`config.mk`:
```
export PLATFORM = sky130hd
export DESIGN_NAME = downsampler_h_0_fp16
export DESIGN_NICKNAME = d
export VERILOG_FILES = /design/src/rtl/downsampler_h_0_fp16.sv
export SDC_FILE = /design/constraint.sdc
export NUM_CORES = 2
export LEC_CHECK = 0
export ABC_AREA = 1
export BUFFER_PORTS_ARGS = -buffer_cell sky130_fd_sc_hd__buf_4
export CAP_MARGIN = 20
export CORE_MARGIN = 2
export CORE_UTILIZATION = 50
export DETAILED_ROUTE_END_ITERATION = 8
export HOLD_SLACK_MARGIN = 0.05
export MAX_ROUTING_LAYER = met4
export PLACE_DENSITY = 0.79
export SYNTH_ARGS = -nofsm -noshare
export SYNTH_HDL_FRONTEND = slang
export SYNTH_SLANG_ARGS = --single-unit
```
`constraint.sdc`:
```
create_clock -name clk_i -period 11.3 [get_ports clk_i]
set_input_delay 1.13 -clock clk_i [delete_from_list [all_inputs] [get_ports clk_i]]
set_output_delay 1.13 -clock clk_i [all_outputs]
set_load 0.01 [all_outputs]
```
`src/rtl/downsampler_h_0_fp16.sv`:
```
// Horizontal 2:1 fp16 downsampler: [0.25 0.5 0.25] filter on odd columns with a column-sequence checker.
// Includes the floating-point window convolution it drives.

module convolution_floating_point #(
    parameter int unsigned EXP_WIDTH     = 5,
    parameter int unsigned FRAC_WIDTH    = 10,
    parameter int unsigned WINDOW_WIDTH  = 3,
    parameter int unsigned WINDOW_HEIGHT = 1,
    parameter int unsigned SAME_SIGN     = 0
) (
    input  logic                                                          clk_i,
    input  logic                                                          rst_i,
    input  logic                                                          valid_i,
    input  logic [WINDOW_WIDTH*WINDOW_HEIGHT*(1+EXP_WIDTH+FRAC_WIDTH)-1:0] data_i,
    input  logic [WINDOW_WIDTH*WINDOW_HEIGHT*(1+EXP_WIDTH+FRAC_WIDTH)-1:0] kernel_i,
    output logic                                                          valid_o,
    output logic [EXP_WIDTH+FRAC_WIDTH:0]                                 data_o
);
    localparam int unsigned FP_W   = 1 + EXP_WIDTH + FRAC_WIDTH;
    localparam int unsigned MAG_W  = FP_W - 1;
    localparam int unsigned N      = WINDOW_WIDTH * WINDOW_HEIGHT;
    localparam int unsigned MANT_W = FRAC_WIDTH + 1;
    localparam int unsigned SH_W   = EXP_WIDTH + 1;
    localparam int          EXP_MAX = (1 << EXP_WIDTH) - 1;
    localparam int          BIAS    = (1 << (EXP_WIDTH - 1)) - 1;
    localparam int unsigned MAX_SH = 2 * (EXP_MAX - 1) - 2;
    localparam int unsigned ACC_W  = 2 * MANT_W + MAX_SH + $clog2(N) + 2;
    // Biased exponent of the accumulator = leading-one index - P_OFS; subnormals use a fixed shift.
    localparam int          P_OFS  = BIAS + 2 * FRAC_WIDTH - 2;
    localparam int          SUB_SH = BIAS + FRAC_WIDTH - 1;

    logic signed [ACC_W-1:0] terms_c [N];
    logic signed [ACC_W-1:0] terms_q [N];
    logic                    valid_q;

    logic [FP_W-1:0]      op_a, op_k;
    logic [EXP_WIDTH-1:0] ea, ek;
    logic [SH_W-1:0]      psh;
    logic [ACC_W-1:0]     pmag;
    logic                 pneg;

    // Exact products placed in a fixed-point accumulator (inf/NaN operands not supported).
    always_comb begin
        op_a = '0;
        op_k = '0;
        ea   = '0;
        ek   = '0;
        psh  = '0;
        pmag = '0;
        pneg = 1'b0;
        for (int i = 0; i < N; i++) begin
            op_a = data_i[i*FP_W +: FP_W];
            op_k = kernel_i[i*FP_W +: FP_W];
            ea   = op_a[FP_W-2 -: EXP_WIDTH];
            ek   = op_k[FP_W-2 -: EXP_WIDTH];
            psh  = SH_W'((ea == '0) ? EXP_WIDTH'(1) : ea) + SH_W'((ek == '0) ? EXP_WIDTH'(1) : ek) - SH_W'(2);
            pmag = (ACC_W'({ea != '0, op_a[FRAC_WIDTH-1:0]}) * ACC_W'({ek != '0, op_k[FRAC_WIDTH-1:0]})) << psh;
            // SAME_SIGN != 0: caller guarantees every product is non-negative
            pneg = (SAME_SIGN != 0) ? 1'b0 : (op_a[FP_W-1] ^ op_k[FP_W-1]);
            terms_c[i] = pneg ? -$signed(pmag) : $signed(pmag);
        end
    end

    always_ff @(posedge clk_i) begin
        if (rst_i) begin
            valid_q <= 1'b0;
            for (int i = 0; i < N; i++) terms_q[i] <= '0;
        end else begin
            valid_q <= valid_i;
            if (valid_i) terms_q <= terms_c;
        end
    end

    logic signed [ACC_W-1:0] sum_c;
    logic [ACC_W-1:0]        abs_c, low_c;
    logic                    sign_c, guard_c, sticky_c, rnd_c;
    logic [FRAC_WIDTH-1:0]   frac_c;
    logic [FP_W-1:0]         result_c;
    int                      lead_c, exp_c, sh_c;

    // Sum, normalise and round to nearest even.
    always_comb begin
        sum_c = '0;
        for (int i = 0; i < N; i++) sum_c = sum_c + terms_q[i];
        sign_c = sum_c[ACC_W-1];
        abs_c  = sign_c ? ACC_W'(-sum_c) : ACC_W'(sum_c);
        lead_c = 0;
        for (int b = 0; b < ACC_W; b++) if (abs_c[b]) lead_c = b;
        if (lead_c > P_OFS) begin
            exp_c = lead_c - P_OFS;
            sh_c  = lead_c - FRAC_WIDTH;
        end else begin
            exp_c = 0;
            sh_c  = SUB_SH;
        end
        frac_c   = FRAC_WIDTH'(abs_c >> sh_c);
        low_c    = abs_c >> (sh_c - 1);
        guard_c  = low_c[0];
        sticky_c = |(abs_c & ((ACC_W'(1) << (sh_c - 1)) - ACC_W'(1)));
        rnd_c    = guard_c & (sticky_c | frac_c[0]);
        if (exp_c >= EXP_MAX) result_c = {sign_c, EXP_WIDTH'(EXP_MAX), FRAC_WIDTH'(0)};
        else result_c = {sign_c, MAG_W'({EXP_WIDTH'(exp_c), frac_c}) + MAG_W'(rnd_c)};
    end

    always_ff @(posedge clk_i) begin
        if (rst_i) begin
            valid_o <= 1'b0;
            data_o  <= '0;
        end else begin
            valid_o <= valid_q;
            if (valid_q) data_o <= result_c;
        end
    end
endmodule

module downsampler_h_0_fp16 #(
    parameter int unsigned EXP_WIDTH   = 5,
    parameter int unsigned FRAC_WIDTH  = 10,
    parameter int unsigned IMAGE_WIDTH = 640
) (
    input  logic                         clk_i,
    input  logic                         rst_i,
    input  logic [EXP_WIDTH+FRAC_WIDTH:0] data_i,
    input  logic [15:0]                  col_i,
    input  logic [15:0]                  row_i,
    input  logic                         valid_i,
    output logic [EXP_WIDTH+FRAC_WIDTH:0] data_o,
    output logic [15:0]                  col_o,
    output logic [15:0]                  row_o,
    output logic                         valid_o,
    output logic                         err_o
);
    localparam int unsigned FP_W    = 1 + EXP_WIDTH + FRAC_WIDTH;
    localparam int unsigned COORD_W = 16;
    localparam int unsigned WIN_W   = 3 * FP_W;
    localparam logic [WIN_W-1:0]   KERNEL   = WIN_W'(48'h3400_3800_3400);
    localparam logic [COORD_W-1:0] LAST_COL = COORD_W'(IMAGE_WIDTH - 1);

    typedef enum logic {EXPECT_ROW_START, IN_ROW} state_t;
    state_t state_q, state_c;

    logic               accept_c, err_c, flush_c;
    logic [COORD_W-1:0] exp_col_q;
    logic [FP_W-1:0]    prev1_q, prev2_q;
    logic [WIN_W-1:0]   win_q;
    logic               win_valid_q, v1_q;
    logic [COORD_W-1:0] win_col_q, win_row_q, col1_q, row1_q;

    always_ff @(posedge clk_i) begin
        if (rst_i) state_q <= EXPECT_ROW_START;
        else       state_q <= state_c;
    end

    // Column-sequence checker: decides accept / drop / flush for each valid pixel.
    always_comb begin
        state_c  = state_q;
        accept_c = 1'b0;
        err_c    = 1'b0;
        flush_c  = 1'b0;
        if (valid_i) begin
            case (state_q)
                EXPECT_ROW_START: begin
                    if (col_i == '0) begin
                        accept_c = 1'b1;
                        state_c  = IN_ROW;
                    end else begin
                        err_c = 1'b1;
                    end
                end
                IN_ROW: begin
                    if (col_i == exp_col_q) begin
                        accept_c = 1'b1;
                        if (col_i == LAST_COL) state_c = EXPECT_ROW_START;
                    end else begin
                        err_c   = 1'b1;
                        flush_c = 1'b1;
                        if (col_i == '0) accept_c = 1'b1;
                        else             state_c  = EXPECT_ROW_START;
                    end
                end
                default: state_c = EXPECT_ROW_START;
            endcase
        end
    end

    // Pixel history, window register and sticky error.
    always_ff @(posedge clk_i) begin
        if (rst_i) begin
            exp_col_q   <= '0;
            prev1_q     <= '0;
            prev2_q     <= '0;
            err_o       <= 1'b0;
            win_valid_q <= 1'b0;
            win_q       <= '0;
            win_col_q   <= '0;
            win_row_q   <= '0;
        end else begin
            if (err_c) err_o <= 1'b1;
            if (accept_c) begin
                prev1_q   <= data_i;
                prev2_q   <= flush_c ? '0 : prev1_q;
                exp_col_q <= col_i + COORD_W'(1);
            end else if (flush_c) begin
                prev1_q <= '0;
                prev2_q <= '0;
            end
            win_valid_q <= accept_c & col_i[0];
            if (accept_c && col_i[0]) begin
                // p[2k-1] in the low slot; column 1 replicates p[0] for the left edge
                win_q     <= {data_i, prev1_q, (col_i == COORD_W'(1)) ? prev1_q : prev2_q};
                win_col_q <= (col_i - COORD_W'(1)) >> 1;
                win_row_q <= row_i;
            end
        end
    end

    convolution_floating_point #(
        .EXP_WIDTH    (EXP_WIDTH),
        .FRAC_WIDTH   (FRAC_WIDTH),
        .WINDOW_WIDTH (3),
        .WINDOW_HEIGHT(1),
        .SAME_SIGN    (0)
    ) u_conv (
        .clk_i   (clk_i),
        .rst_i   (rst_i),
        .valid_i (win_valid_q),
        .data_i  (win_q),
        .kernel_i(KERNEL),
        .valid_o (valid_o),
        .data_o  (data_o)
    );

    // Coordinates follow the convolution's two register stages.
    always_ff @(posedge clk_i) begin
        if (rst_i) begin
            v1_q   <= 1'b0;
            col1_q <= '0;
            row1_q <= '0;
            col_o  <= '0;
            row_o  <= '0;
        end else begin
            v1_q <= win_valid_q;
            if (win_valid_q) begin
                col1_q <= win_col_q;
                row1_q <= win_row_q;
            end
            if (v1_q) begin
                col_o <= col1_q;
                row_o <= row1_q;
            end
        end
    end
endmodule
```
==> impl_metrics.ini <==
[worst_setup_path]
r2r_cells = 73
path_buf_inv = 9
r2r-end = u_conv.data_o[0]
cp-end-kind = flop
path_depth = 73
crit_family = compound AO/OA/AOI/OAI gates
cp_max_fo = 8
crit_end = u_conv.data_o[0]
worstPathArrival_ns = 11.27
cp-start-kind = flop
critPathKind = flop to flop
rrSetupSlack_ns = 0.51
crit_slowest_cell = fa_1
critical-path-max-stage-delay_ns = 0.49
r2r-start = u_conv.terms_q[95]
cp-startpoint = u_conv.terms_q[95]
cp_common_cell = nand2_1
cp.required_ns = 11.78

[placement]
hpwlAfterDp_mm = 137
io_buffer_count = 99
routabilityCongestion = 1.08
placed_area_um2 = 44100

[routing]
vias_per_cell = 5.79
dr.pass1.iters = 7
vias = 46800
wirelength_mm = 174
drc_errors = 0
drtAntennaViolNets = 0
wl_per_cell_um = 21.5
first_iter_violations = 4350

[logic_synthesis]
ys_seq_area_share_pct = 21.4
ys_warn_count = 0
synthFlopType = dfxtp_1
avgSynthCellArea_um2 = 6.01
syn_inst = 6720
synth_top_area_share_pct = 21.4
yosys.area.top_type = dfxtp_1
ys_seq_elements = 432
synthDistinctLibCells = 76
synthTopCellsByArea = dfxtp_1, nand2_1, nor2_1, o21ai_0, inv_1
async_flop_share_pct = 0
synth_edf_count = 0
synth_area_um2 = 40400

[layout]
syn2layout_area_growth_pct = 17.7
drive_above_1_share_pct = 14.0
nets = 7211
utilization_pct = 59.3
nFillCells = 7991
fin_area_um2 = 47600

[die]
core_um2 = 80300
fp.dieW_um = 288
die-area_um2 = 83100
rows = 104
ios = 101
die_h_um = 288
start_util_pct = 50.3

[power_and_ir_drop]
power.density_nw_per_um2 = 69.4
vdd_drop_max_mv = 0.123
p_leak_uw = 0.0240

[global_route]
grt_overflow = 0
antenna_found_initial = 2
grt_pass1_wl_mm = 255
track_usage_pct = 41.0
grt_pass1_vias = 43100
grt_max_degree = 200

[timing]
skew_ns = 0.0425
fin_crit_sh_pct = 95.5
hold_viol_final = 0
period_needed_ns = 10.79
whs_ns = 0.453
slew_violations = 0
fin_tns_setup_ns = 0
worst_pin_slew_ns = 1.05
rsz0062_at_grt = true
maxSlewHeadroom_pct = 29.8
setup_viol = 0
max_clock_freq_ghz = 0.0927

[cts]
h-tree-depth = 2
worst_skew_pair.late_latency_ns = 0.62
cts_root_buffer = clkbuf_16
hold_buffers = 0
clk_pin_slew_worst_paths_ns = 0.07
clockBufferDepth = 3
cts_tree = yes
cts_buffers = 46
clock-sinks = 432

[flow_run]
max_cap_violations = 0

[hold_path]
hold_path_class = flop to flop

[status]
status = finished, final reports clean
flip-flops by register name (all words and copies together) (netlist names):
name / flops
u_conv.terms_q: 222
win_q: 48
exp_col_q: 16
prev1_q: 16
prev2_q: 16
row1_q: 16
row_o: 16
u_conv.data_o: 16
win_row_q: 16
col1_q: 15
col_o: 15
win_col_q: 15
err_o: 1
state_q: 1
u_conv.valid_o: 1
u_conv.valid_q: 1
win_valid_q: 1
metrics by stage:
step	total power (uW)	setup WS, ns	instances
4_1_cts	3300	0.0379	8027
6_report	3300	0.509	8090
5_1_grt	3370	-0.276	8089
2_1_floorplan	1620	0.804	6739
3_5_place_dp	1650	-0.637	7942
3_3_place_gp	1650	-0.448	7941
cells by family (layout without fill, tap and decap cells):
logic type	Yosys count	after routing	share of synthesized area, %
AND/OR/NAND/NOR	3346	3347	35.0
AO/OA/AOI/OAI	1361	1361	19.3
buffers and inverters	1094	1380	10.6
flip-flops	432	432	21.4
XOR/XNOR	300	300	6.69
adder cells (fa/ha/maj)	171	171	6.67
multiplexers	14	14	0.347
other	2	25	0.0186
worst min path at each step:
stage                   from    endpoint  slack (ns)  depth (start not counted)
5_1_grt        win_row_q[13]  row1_q[13]        0.48                          2
6_report        win_row_q[5]   row1_q[5]        0.45                          2
2_1_floorplan  win_col_q[10]  col1_q[10]        0.43                          2
3_5_place_dp    win_row_q[5]   row1_q[5]        0.44                          2
3_3_place_gp           err_o       err_o        0.44                          2
4_1_cts         win_row_q[5]   row1_q[5]        0.45                          2
metal layers:
metal | GRT usage (%) | up-vias | part of all wire, %
met2 | 67.3 | 1957 | 46
met5 | - | - | 0
met4 | 26.0 | 0 | 8.0
li1 | - | 22600 | -
met3 | 5.81 | 555 | 6.6
met1 | 47.0 | 21800 | 39
cell usage in the layout, fill, tap and decap left out, types with 12 or more instances in the layout:
cell | Yosys | routed
inv_1 | 723 | 717
ha_1 | 97 | 92
nor3_1 | 108 | 97
buf_12 | 1 | 13
fa_1 | 74 | 73
nor4_1 | 27 | 26
nor2_4 | 10 | 29
xor2_2 | 3 | 12
nor2_1 | 903 | 845
o221ai_1 | 105 | 103
nand2_1 | 1698 | 1655
buf_6 | 10 | 17
nand2_2 | 13 | 50
nand3_2 | 16 | 36
nor2_2 | 22 | 62
xor2_1 | 192 | 182
a21oi_2 | 6 | 15
o21ai_1 | 59 | 71
dfxtp_1 | 432 | 428
conb_1 | 2 | 21
o31ai_1 | 18 | 17
o21ai_2 | 7 | 29
o22ai_1 | 43 | 43
buf_4 | 6 | 476
o2111ai_1 | 14 | 13
xnor2_1 | 101 | 101
o21ai_0 | 651 | 614
mux2i_1 | 14 | 14
nor3_2 | 10 | 17
o211ai_1 | 71 | 71
nand4_1 | 128 | 128
a21oi_1 | 306 | 295
inv_2 | 34 | 38
a31oi_1 | 27 | 24
nand3_1 | 347 | 323
or2_2 | 21 | 21
clkbuf_16 | 0 | 55
synthesized netlist by cell type (all sizes together) (6+ instances only):
cell / instances
a21oi: 313
ha: 97
o221ai: 105
o31ai: 18
xnor2: 103
a21boi: 7
nor4: 28
o2111ai: 14
a21o: 10
xor2: 197
o22ai: 43
nor2: 937
mux2i: 14
fa: 74
a31oi: 27
nand2: 1717
o211ai: 71
buf: 89
nor3: 118
and2: 6
clkbuf: 235
clkinv: 10
o21bai: 9
dfxtp: 432
or2: 25
nand3b: 8
o21ai: 717
nand4: 130
nand3: 365
inv: 760
layout make-up:
type | instances | area [um^2] | share of cell area (%)
Antenna cell | 4 | 10.0 | 0.0210
Clock buffer | 58 | 1240 | 2.60
Clock inverter | 27 | 423 | 0.889
Inverter | 770 | 2930 | 6.16
Multi-Input combinational cell | 5214 | 28600 | 60.1
Sequential cell | 432 | 8660 | 18.2
Tap cell | 1060 | 1330 | 2.79
Timing Repair Buffer | 525 | 4400 | 9.24
where the power goes:
group | internal (uW) | leakage (uW) | total [uW] | switching (uW)
logic | 36.0 | 0.0198 | 109 | 73.3
clock network | 958 | 0.000786 | 1670 | 712
registers | 1520 | 0.00348 | 1520 | 0.144
total | 2520 | 0.0240 | 3300 | 785
worst register-to-register path: cells and delay by family, from the launching register on:
family / cells / cell delay [ns]
flops: 1 / 0.33
compound gates: 25 / 3.92
simple gates: 33 / 3.85
fa+ha+maj: 4 / 1.09
buf+inv: 9 / 1.01
xor+xnor: 2 / 0.46
repair_timing:
action	4_1_cts	5_1_grt
gates resized for setup	8	317
cloned	0	12
endpoints found under the hold margin	0	0
buffers inserted	0	45
pin swaps	1	67
endpoints found under the setup margin	15	15
No activity file was read; power rests on OpenSTA's default activity.
